`config.mk`:
```
export PLATFORM = sky130hd
export DESIGN_NAME = wb_arbiter_flat
export DESIGN_NICKNAME = d
export VERILOG_FILES = /design/src/rtl/wb_arbiter_pkg.sv /design/src/rtl/wb_arbiter_if.sv /design/src/rtl/wb_scoreboard.sv /design/src/rtl/wb_arbiter.sv /design/src/flat_wrapper.sv
export SDC_FILE = /design/constraint.sdc
export NUM_CORES = 1
export LEC_CHECK = 0
export CAP_MARGIN = 15
export CORE_MARGIN = 1
export CORE_UTILIZATION = 41
export CTS_BUF_LIST = sky130_fd_sc_hd__clkbuf_2 sky130_fd_sc_hd__clkbuf_4 sky130_fd_sc_hd__clkbuf_8
export DETAILED_ROUTE_END_ITERATION = 16
export PLACE_DENSITY_LB_ADDON = 0.12
export SLEW_MARGIN = 20
export SYNTH_ARGS = -nofsm -noshare
export SYNTH_HDL_FRONTEND = slang
export SYNTH_HIERARCHICAL = 1
export SYNTH_SLANG_ARGS = --single-unit
```
`constraint.sdc`:
```
create_clock -name cpu_clk -period 1.8 [get_ports cpu_clk]
set_input_delay 0.27 -clock cpu_clk [delete_from_list [all_inputs] [get_ports cpu_clk]]
set_output_delay 0.27 -clock cpu_clk [all_outputs]
set_load 0.1 [all_outputs]
```
`src/rtl/wb_arbiter_pkg.sv`:
```
// Shared widths and producer encoding for the register-file writeback arbiter.
package wb_arbiter_pkg;

    localparam int unsigned REG_W    = 5;
    localparam int unsigned DATA_W   = 32;
    localparam int unsigned NUM_REGS = 1 << REG_W;

    typedef logic [REG_W-1:0]  reg_idx_t;
    typedef logic [DATA_W-1:0] data_t;

    // Which writeback source owns the RF write port in a given cycle.
    typedef enum logic [1:0] {
        SRC_NONE = 2'd0,
        SRC_PIPE = 2'd1,
        SRC_LSU  = 2'd2,
        SRC_MDU  = 2'd3
    } producer_t;

endpackage

```
`src/rtl/wb_arbiter_if.sv`:
```
// Writeback bus between the producers, decode and the arbiter; the arbiter takes the slave view.
interface wb_arbiter_if;
    import wb_arbiter_pkg::*;

    logic     pipe_we;
    reg_idx_t pipe_wR;
    data_t    pipe_wD;

    logic     lsu_valid;
    logic     lsu_ready;
    reg_idx_t lsu_wR;
    data_t    lsu_wD;

    logic     mdu_valid;
    logic     mdu_ready;
    reg_idx_t mdu_wR;
    data_t    mdu_wD;

    logic     issue_long;
    reg_idx_t issue_rd;

    reg_idx_t rR1;
    reg_idx_t rR2;
    logic     rs1_busy;
    logic     rs2_busy;

    logic     wb_stall;

    logic     rf_we;
    reg_idx_t rf_wR;
    data_t    rf_wD;

    modport slave (
        input  pipe_we, pipe_wR, pipe_wD,
        input  lsu_valid, lsu_wR, lsu_wD,
        output lsu_ready,
        input  mdu_valid, mdu_wR, mdu_wD,
        output mdu_ready,
        input  issue_long, issue_rd,
        input  rR1, rR2,
        output rs1_busy, rs2_busy,
        output wb_stall,
        output rf_we, rf_wR, rf_wD
    );

    modport master (
        output pipe_we, pipe_wR, pipe_wD,
        output lsu_valid, lsu_wR, lsu_wD,
        input  lsu_ready,
        output mdu_valid, mdu_wR, mdu_wD,
        input  mdu_ready,
        output issue_long, issue_rd,
        output rR1, rR2,
        input  rs1_busy, rs2_busy,
        input  wb_stall,
        input  rf_we, rf_wR, rf_wD
    );

endinterface

```
`src/rtl/wb_scoreboard.sv`:
```
// Busy-bit scoreboard for registers with an outstanding long-latency write; x0 is never busy.
module wb_scoreboard
    import wb_arbiter_pkg::*;
(
    input  logic     cpu_clk,
    input  logic     cpu_rst,
    input  logic     set_en,
    input  reg_idx_t set_rd,
    input  logic     clr_en,
    input  reg_idx_t clr_rd,
    input  reg_idx_t q1_rd,
    output logic     q1_busy,
    input  reg_idx_t q2_rd,
    output logic     q2_busy
);

    logic [NUM_REGS-1:1] busy;
    logic [NUM_REGS-1:1] busy_nxt;
    logic [NUM_REGS-1:0] busy_ext;

    // NOTE: busy_nxt is assigned in full before the loop, so no path leaves it unassigned (no latch).
    always_comb begin
        busy_nxt = busy;
        for (int i = 1; i < int'(NUM_REGS); i++) begin
            if (clr_en && clr_rd == reg_idx_t'(i)) busy_nxt[i] = 1'b0;
            // Evaluated after the clear so a same-edge issue keeps the register busy.
            if (set_en && set_rd == reg_idx_t'(i)) busy_nxt[i] = 1'b1;
        end
    end

    // NOTE: the busy bits are plain flops, not a RAM, so they take the async reset like any register.
    always_ff @(posedge cpu_clk or posedge cpu_rst) begin
        if (cpu_rst) begin
            busy <= '0;
        end else begin
            // NOTE: non-blocking assignment keeps every flop updating from pre-edge values.
            busy <= busy_nxt;
        end
    end

    assign busy_ext = {busy, 1'b0};
    assign q1_busy  = busy_ext[q1_rd];
    assign q2_busy  = busy_ext[q2_rd];

endmodule

```
`src/rtl/wb_arbiter.sv`:
```
// Register-file writeback arbiter: the pipe has priority, LSU/MDU share round-robin,
// and a starvation counter stalls the pipe so long-latency results drain.
module wb_arbiter
    import wb_arbiter_pkg::*;
#(
    parameter int unsigned STARVE_LIMIT = 3
) (
    input  logic        cpu_clk,
    input  logic        cpu_rst,
    wb_arbiter_if.slave bus
);

    localparam int unsigned CNT_W = (STARVE_LIMIT < 1) ? 1 : $clog2(STARVE_LIMIT + 1);

    logic [CNT_W-1:0] starve_cnt;
    logic             rr_ptr;      // 0: LSU wins a tie, 1: MDU wins a tie
    logic             rf_we_q;
    reg_idx_t         rf_wR_q;
    data_t            rf_wD_q;
    logic             rf_long_q;   // registered write came from LSU/MDU and targets x1..x31

    logic      long_pending;
    logic      stall;
    logic      lsu_grant;
    logic      mdu_grant;
    logic      long_grant;
    producer_t grant_src;
    reg_idx_t  grant_rd;
    data_t     grant_data;

    always_comb begin
        long_pending = bus.lsu_valid | bus.mdu_valid;
        stall        = !cpu_rst && long_pending && (starve_cnt == CNT_W'(STARVE_LIMIT));
        lsu_grant    = 1'b0;
        mdu_grant    = 1'b0;
        grant_src    = SRC_NONE;
        grant_rd     = '0;
        grant_data   = '0;

        if (!cpu_rst) begin
            if (bus.pipe_we && !stall) begin
                grant_src = SRC_PIPE;
            end else if (bus.lsu_valid && bus.mdu_valid) begin
                lsu_grant = !rr_ptr;
                mdu_grant = rr_ptr;
            end else begin
                lsu_grant = bus.lsu_valid;
                mdu_grant = bus.mdu_valid;
            end
        end

        if (lsu_grant) grant_src = SRC_LSU;
        if (mdu_grant) grant_src = SRC_MDU;
        long_grant = lsu_grant | mdu_grant;

        case (grant_src)
            SRC_PIPE: begin grant_rd = bus.pipe_wR; grant_data = bus.pipe_wD; end
            SRC_LSU:  begin grant_rd = bus.lsu_wR;  grant_data = bus.lsu_wD;  end
            SRC_MDU:  begin grant_rd = bus.mdu_wR;  grant_data = bus.mdu_wD;  end
            default:  begin grant_rd = '0;          grant_data = '0;          end
        endcase
    end

    always_ff @(posedge cpu_clk or posedge cpu_rst) begin
        if (cpu_rst) begin
            rf_we_q    <= 1'b0;
            rf_wR_q    <= '0;
            rf_wD_q    <= '0;
            rf_long_q  <= 1'b0;
            rr_ptr     <= 1'b0;
            starve_cnt <= '0;
        end else begin
            // x0 writes complete the handshake but never reach the register file.
            rf_we_q   <= (grant_src != SRC_NONE) && (grant_rd != '0);
            rf_long_q <= long_grant && (grant_rd != '0);
            if (grant_src != SRC_NONE) begin
                rf_wR_q <= grant_rd;
                rf_wD_q <= grant_data;
            end

            if (long_grant) begin
                rr_ptr     <= ~rr_ptr;
                starve_cnt <= '0;
            end else if (long_pending && starve_cnt != CNT_W'(STARVE_LIMIT)) begin
                starve_cnt <= starve_cnt + CNT_W'(1);
            end
        end
    end

    // A long result clears its busy bit on the edge that writes it into the register file.
    wb_scoreboard u_scoreboard (
        .cpu_clk (cpu_clk),
        .cpu_rst (cpu_rst),
        .set_en  (bus.issue_long),
        .set_rd  (bus.issue_rd),
        .clr_en  (rf_long_q),
        .clr_rd  (rf_wR_q),
        .q1_rd   (bus.rR1),
        .q1_busy (bus.rs1_busy),
        .q2_rd   (bus.rR2),
        .q2_busy (bus.rs2_busy)
    );

    assign bus.lsu_ready = lsu_grant;
    assign bus.mdu_ready = mdu_grant;
    assign bus.wb_stall  = stall;
    assign bus.rf_we     = rf_we_q;
    assign bus.rf_wR     = rf_wR_q;
    assign bus.rf_wD     = rf_wD_q;

endmodule

```
`src/flat_wrapper.sv`:
```
// flat-port wrapper written by rule: the top's interface ports become plain ports
module wb_arbiter_flat import wb_arbiter_pkg::*;
#(
    parameter int unsigned STARVE_LIMIT = 3
)
  (cpu_clk, cpu_rst, bus_pipe_we, bus_pipe_wR, bus_pipe_wD, bus_lsu_valid, bus_lsu_wR, bus_lsu_wD, bus_lsu_ready, bus_mdu_valid, bus_mdu_wR, bus_mdu_wD, bus_mdu_ready, bus_issue_long, bus_issue_rd, bus_rR1, bus_rR2, bus_rs1_busy, bus_rs2_busy, bus_wb_stall, bus_rf_we, bus_rf_wR, bus_rf_wD);
  wb_arbiter_if bus_i ();
  input  logic cpu_clk;
  input  logic cpu_rst;
  input wire logic [$bits(bus_i.pipe_we)-1:0] bus_pipe_we;
  input wire logic [$bits(bus_i.pipe_wR)-1:0] bus_pipe_wR;
  input wire logic [$bits(bus_i.pipe_wD)-1:0] bus_pipe_wD;
  input wire logic [$bits(bus_i.lsu_valid)-1:0] bus_lsu_valid;
  input wire logic [$bits(bus_i.lsu_wR)-1:0] bus_lsu_wR;
  input wire logic [$bits(bus_i.lsu_wD)-1:0] bus_lsu_wD;
  output wire logic [$bits(bus_i.lsu_ready)-1:0] bus_lsu_ready;
  input wire logic [$bits(bus_i.mdu_valid)-1:0] bus_mdu_valid;
  input wire logic [$bits(bus_i.mdu_wR)-1:0] bus_mdu_wR;
  input wire logic [$bits(bus_i.mdu_wD)-1:0] bus_mdu_wD;
  output wire logic [$bits(bus_i.mdu_ready)-1:0] bus_mdu_ready;
  input wire logic [$bits(bus_i.issue_long)-1:0] bus_issue_long;
  input wire logic [$bits(bus_i.issue_rd)-1:0] bus_issue_rd;
  input wire logic [$bits(bus_i.rR1)-1:0] bus_rR1;
  input wire logic [$bits(bus_i.rR2)-1:0] bus_rR2;
  output wire logic [$bits(bus_i.rs1_busy)-1:0] bus_rs1_busy;
  output wire logic [$bits(bus_i.rs2_busy)-1:0] bus_rs2_busy;
  output wire logic [$bits(bus_i.wb_stall)-1:0] bus_wb_stall;
  output wire logic [$bits(bus_i.rf_we)-1:0] bus_rf_we;
  output wire logic [$bits(bus_i.rf_wR)-1:0] bus_rf_wR;
  output wire logic [$bits(bus_i.rf_wD)-1:0] bus_rf_wD;
  assign bus_i.pipe_we = bus_pipe_we;
  assign bus_i.pipe_wR = bus_pipe_wR;
  assign bus_i.pipe_wD = bus_pipe_wD;
  assign bus_i.lsu_valid = bus_lsu_valid;
  assign bus_i.lsu_wR = bus_lsu_wR;
  assign bus_i.lsu_wD = bus_lsu_wD;
  assign bus_lsu_ready = bus_i.lsu_ready;
  assign bus_i.mdu_valid = bus_mdu_valid;
  assign bus_i.mdu_wR = bus_mdu_wR;
  assign bus_i.mdu_wD = bus_mdu_wD;
  assign bus_mdu_ready = bus_i.mdu_ready;
  assign bus_i.issue_long = bus_issue_long;
  assign bus_i.issue_rd = bus_issue_rd;
  assign bus_i.rR1 = bus_rR1;
  assign bus_i.rR2 = bus_rR2;
  assign bus_rs1_busy = bus_i.rs1_busy;
  assign bus_rs2_busy = bus_i.rs2_busy;
  assign bus_wb_stall = bus_i.wb_stall;
  assign bus_rf_we = bus_i.rf_we;
  assign bus_rf_wR = bus_i.rf_wR;
  assign bus_rf_wD = bus_i.rf_wD;
  wb_arbiter #(.STARVE_LIMIT(STARVE_LIMIT)) u_core (.cpu_clk(cpu_clk), .cpu_rst(cpu_rst), .bus(bus_i));
endmodule
```
Yosys cells after proc, flatten, opt, wreduce, memory -nomap -nowiden
Cells that the tools add are included.
{ "totals": {"regBits": 73, "word_cells": 296, "in_bits": 132, "output_inout_bits": 43} }
{ "classes": {"reduce_logical": 106, "n_eq_ne": 67, "n_bitwise": 3, "order_cmp": 2, "mux": 80, "n_addsub": 1} }
{ "ops": {"columns": ["operator", "count"], "rows": [
  ["$eq A5 B5 Y1 const B", 32],
  ["$pmux W32 S3", 1],
  ["$eq A5 B4 Y1 const B", 16],
  ["$mux W1", 71],
  ["$logic_and A1 B1 Y1", 69],
  ["$reduce_bool A2 Y1", 33],
  ["$eq A5 B3 Y1 const B", 8],
  ["$eq A5 B2 Y1 const B", 4],
  ["$pmux W5 S3", 1],
  ["$lt A5 B6 Y1 const B", 2],
  ["$bmux W1 S5", 2],
  ["$eq A5 B1 Y1 const B", 2],
  ["$mux W2", 5],
  ["$eq A2 B2 Y1 const B", 3],
  ["$reduce_bool A5 Y1", 1],
  ["$logic_not A1 Y1", 3],
  ["$add A2 B1 Y2 const B", 1],
  ["$eq A2 B1 Y1 const B", 1],
  ["$ne A2 B2 Y1 const B", 1],
  ["$or A1 B1 Y1", 2],
  ["$not A1 Y1", 1]
]} }

Longest topological paths before layout
{ "logic_depth": {"depth_word": 13, "depth_mapped": 7} }

By module
Netlist, hierarchy kept.
{ "by_module_without_submodules": {"columns": ["mod", "area_per_inst_um2", "instances", "cells_per_inst"], "rows": [
  ["wb_arbiter", 2422.3, 1, 247],
  ["wb_scoreboard", 1913.1, 1, 201]
]} }

Worst setup path after synthesis
Ideal clock, no wire load.
{ "synth_path": {"path_type": "register to register", "startpoint": "reg u_core.starve_cnt[0]", "endpoint": "reg u_core.rf_long_q", "synth_period_minus_slack_ns": 3.448, "stages_incl_launch_ff": 6, "required_ns": 1.718, "path_slack_ns": -1.648, "arrival_time_ns": 3.366, "setup_time_ns": 0.082, "path_buffers": 0, "cell_sequence": "dfrtp_1 -> ha_1 -> nor2b_2 -> nor3_1 -> a2bb2oi_1 -> a31oi_1"} }
{ "synth_via": {"elab_chain_cells": 12, "word_cells_on_any_way": 19, "cone_classes": "4 x eq/ne; 9 x mux; 1 x bitwise; 5 x reduce/logical"} }
{ "synth_rtl": {"columns": ["item", "line_no", "text"], "rows": [
  ["start, declared", "wb_arbiter.sv:15", "logic [CNT_W-1:0] starve_cnt;"],
  ["start signal, assigned", "wb_arbiter.sv:85", "starve_cnt <= starve_cnt + CNT_W'(1);"],
  ["$eq A2 B2 Y1 *", "wb_arbiter.sv:33", "stall = !cpu_rst && long_pending && (starve_cnt == CNT_W'(STARVE_LIMIT));"],
  ["$logic_and A1 B1 Y1 *", "wb_arbiter.sv:33", null],
  ["$logic_not A1 Y1 *", "wb_arbiter.sv:41", "if (bus.pipe_we && !stall) begin"],
  ["$logic_and A1 B1 Y1 *", "wb_arbiter.sv:41", null],
  ["$mux W1 *", "wb_arbiter.sv:41", null],
  ["$mux W1 *", "wb_arbiter.sv:40", "if (!cpu_rst) begin"],
  ["named net bus_lsu_ready", "flat_wrapper.sv:16", "output wire logic [$bits(bus_i.lsu_ready)-1:0] bus_lsu_ready;"],
  ["$mux W2", "wb_arbiter.sv:52", "if (lsu_grant) grant_src = SRC_LSU;"],
  ["$mux W2", "wb_arbiter.sv:53", "if (mdu_grant) grant_src = SRC_MDU;"],
  ["$eq A2 B2 Y1 or $eq A2 B1 Y1 (tied branches)", "wb_arbiter.sv:56", "case (grant_src)"],
  ["$pmux W5 S3", "wb_arbiter.sv:56", null],
  ["$reduce_bool A5 Y1", "wb_arbiter.sv:75", "rf_long_q <= long_grant && (grant_rd != '0);"],
  ["$logic_and A1 B1 Y1 *", "wb_arbiter.sv:75", null],
  ["end signal, assigned", "wb_arbiter.sv:75", null],
  ["end, declared", "wb_arbiter.sv:20", "logic rf_long_q;"]
]} }
Mark *: on every way through the listed nets, which the timed path passes. The rest lies on a longest branch.
A chain may end at the register's enable or synchronous reset.

Worst setup path after layout
{ "layout_path": {"startpoint": "reg u_core/u_scoreboard/busy[7] in the netlist's numbering", "endpoint": "out bus_rs1_busy"} }
{ "layout_via": {"elab_chain_cells": 2} }
{ "layout_rtl": {"columns": ["item", "line_no", "text"], "rows": [
  ["start, declared", "wb_scoreboard.sv:17", "logic [NUM_REGS-1:1] busy;"],
  ["start signal, assigned", "wb_scoreboard.sv:37", "busy <= busy_nxt;"],
  ["$bmux W1 S5", "wb_scoreboard.sv:42", "assign q1_busy = busy_ext[q1_rd];"],
  ["$mux W1 (not written as such)", "wb_scoreboard.sv:42", null],
  ["end, declared", "flat_wrapper.sv:25", "output wire logic [$bits(bus_i.rs1_busy)-1:0] bus_rs1_busy;"]
]} }
No other way between the ends. The select of a mux whose other input is x is not followed.

==> flow_summary.yaml <==
min_path:
  min_path_cells: 2
  holdCritPathClass: "reg -> reg"
routing:
  highest_layer: "met4"
  met3_length_um: 989
  wl_met1_mm: 5.61
  wl_per_cell_um: 18.5
  wirelength_mm: 15.1
  detail-route-antenna-nets: 0
  via_per_inst: 5.58
  drc: 0
  dr_wl_met2_mm: 8.01
  firstDrtPassIters: 5
  drt_iter0_drc: 251
  vias: 4557
critical_path:
  crit_path_end_kind: "output pin"
  reg2reg_slack_ns: -0.03
  cpMaxStageDelayCell: "mux4_2"
  r2r-end: "u_core/bus.rf_wD[15]"
  cpPeakStageDelay_ns: 0.47
  critPathRequiredTime_ns: 1.53
  rr_startpoint: "u_core/starve_cnt[1]"
  critPathCapture: "bus_rs1_busy"
  reg2reg_depth: 8
  path_max_fanout: 3
  cp-start-kind: "flip-flop"
  worst-setup-path-type: "reg -> out"
  startpoint: "u_core/u_scoreboard/busy[7]"
  cp.arrival_ns: 1.84
  crit_path_cell_trace: "mux4_2 -> nand2b_4 -> o211ai_1 -> nand4_1 -> buf_12"
layout:
  fillers: 803
  diodes: 0
  syn_to_final_growth_pct: 67.5
  nets: 809
  final_core_util: 0.707
  multi_input_area_sq_um: 2450
  seqCellArea_sq_um: 1830
  drive_above_1_share: 0.298
  final_cells: 817
floorplanning:
  rows: 37
  die_y_um: 105
  core_area_sq_um: 10300
  dieArea_sq_um: 11000
  start_util: 0.422
  dieWidth_um: 105
  pin_count: 175
placed_design:
  port_buffers: 174
  gp_congestion: 0.874
  dpl.hpwl_mm: 11.0
  dp_slack_ns: -0.455
  placedCellCount: 780
synthesis:
  synth_edf_count: 0
  syn-num-nets: 581
  synth_top_family_by_area: "compound AO/OA/AOI/OAI gates"
  async_flop_share: 1.00
  synth_ff_type: "dfrtp_1"
  synthMuxAreaShare: 0.0736
  synth_compound_area_frac: 0.304
  synth-xor-area-share: 0.00202
  ys_seq_area_frac: 0.421
  yosys.area_share.simple: 0.145
  syn_area_per_cell_sq_um: 9.68
  synth_cell_type_count: 54
  syn_area_sq_um: 4340
  synthAdderAreaFrac: 0.00289
  syn_inst: 448
  ys_ff_latch: 73
  yosysWarnings: 6
sta:
  setup_viol: 5
  fin_crit_ns: 2.11
  skew_ns: 0.00880
  setup_ws_ns: -0.310
  slew-limit-headroom: 0.621
  tns_ns: -0.792
  rsz0062_at_grt: "yes"
  drv_slew: 0
  finalHoldViolations: 0
  tightest_slew_ns: 0.568
  fmax_mhz: 474
  period_share: 1.17
cts:
  cts-root-buf: "clkbuf_8"
  cts.path.max_buffers: 2
  cts.htree.levels: 3
  path_clk_slew_ns: 0.08
  clk_latency_ns: 0.34
  cts_made_buffers: 9
  cts_sinks: 73
  tritoncts: "yes"
power_and_ir_drop:
  p_leak_nw: 2.88
  finalPower_mw: 8.42
  power.density_nw_per_um2: 1160
  ir_drop_v: 0.000692
status:
  violations: "setup timing"
  status: "finished with violations"
global_routing:
  grt_max_degree: 43
  grt_pass1_vias: 4552
  grt_use_total: 0.264
  grt_pass1_wl_mm: 22.6
  antenna_found_initial: 0
  overflow: 0
flow_run:
  maxCapViolations: 0
-- worst min-delay path by stage --
stage | slack [ns] | to | from
after floorplan | 0.37 | u_core/u_scoreboard/busy[10] | cpu_rst
after global placement | 0.50 | u_core/rr_ptr | u_core/rr_ptr
after detailed placement | 0.52 | u_core/bus.rf_wD[7] | u_core/bus.rf_wD[7]
after CTS | 0.53 | u_core/bus.rf_wD[1] | u_core/bus.rf_wD[1]
after global routing | 0.55 | u_core/bus.rf_wD[14] | bus_pipe_wD[14]
final | 0.53 | u_core/bus.rf_wD[7] | u_core/bus.rf_wD[7]
-- cell usage in the layout (no fill, tap or decap), drive strengths merged, types with 13 or more instances in the layout --
cell / count
clkdlybuf4s50: 125
buf: 109
o21ai: 100
dfrtp: 73
nor2: 44
a22oi: 38
a21oi: 38
mux2i: 18
nand2: 15
nand3: 15
clkbuf: 14
nand2b: 13
-- power breakdown --
part	internal [mW]	total, mW	switching, mW	leakage, nW
Clock	0.973	1.59	0.616	0.123
Sequential	2.10	2.51	0.413	0.773
Combinational	1.60	4.32	2.71	1.99
-- sequential cells by signal, indices dropped and copies added (netlist names) --
name,flops
u_core/rf_long_q,1
u_core/starve_cnt,2
u_core/bus.rf_wR,5
u_core/bus.rf_wD,32
u_core/u_scoreboard/busy,31
u_core/rr_ptr,1
u_core/bus.rf_we,1
-- cell type report --
type                       instances  area share
inverter                           5     0.00310
timing repair buffer             243       0.350
tap                              136      0.0234
clock inverter                     5      0.0141
multi-input combinational        344       0.338
clock buffer                      11      0.0200
sequential                        73       0.252
-- metrics by stage --
step	instance area [sq um]	hold slack (ns)
floorplan	4430	0.374
global placement	6600	0.500
detailed placement	6600	0.515
CTS	6930	0.534
global route	7260	0.554
finish	7260	0.533
-- synthesized netlist by cell type (all sizes together), types with 2 or more instances --
master	n	area share
nor3	3	0.0035
a22oi	38	0.094
inv	5	0.0043
nand3b	2	0.0035
and2	3	0.0043
o2111ai	2	0.0040
a31oi	2	0.0029
nand3	15	0.017
mux2i	18	0.042
buf	19	0.040
mux4	6	0.032
o211ai	2	0.0046
a221oi	2	0.0040
dfrtp	73	0.42
nor4	2	0.0064
nor3b	2	0.0035
a211oi	2	0.0035
nor2b	9	0.014
nand4	4	0.0058
o21ai	100	0.12
clkbuf	7	0.0061
nor2	44	0.038
nand2	15	0.013
nand2b	13	0.019
or2	4	0.0058
a21oi	38	0.053
a222oi	2	0.0046
nand4b	2	0.0040
-- layer usage --
metal / vias to the layer above / GRT usage
li1: 2136 / -
met3: 34 / 0.0549
met1: 2193 / 0.295
met4: 0 / 0.0986
met5: - / 0
met2: 194 / 0.491
-- worst max-delay path, delay by kind of cell, from the launching register on --
family / cells / cell delay (ns)
DFF: 1 / 0.40
and+or+nand+nor: 2 / 0.32
AOI/OAI and AO/OA: 1 / 0.10
buffers and inverters: 1 / 0.21
muxes: 1 / 0.47
-- kinds of logic after synthesis --
family / count (synthesis)
AOI/OAI and AO/OA: 196
xor gates and xnor gates: 1
adders and majority gates: 1
buffers and inverters: 31
DFF: 73
muxes: 24
and+or+nand+nor: 122
-- timing repair --
| item | CTS | global route |
|---|---|---|
| pin swaps | 5 | 32 |
| hold endpoints to repair | 0 | 0 |
| gates resized for setup | 14 | 48 |
| gates cloned | 1 | 4 |
| hold buffers | 0 | 0 |
| buffers inserted | 7 | 12 |
| setup endpoints to repair | 8 | 37 |
Note: power is estimated with default switching activity, not from simulation.
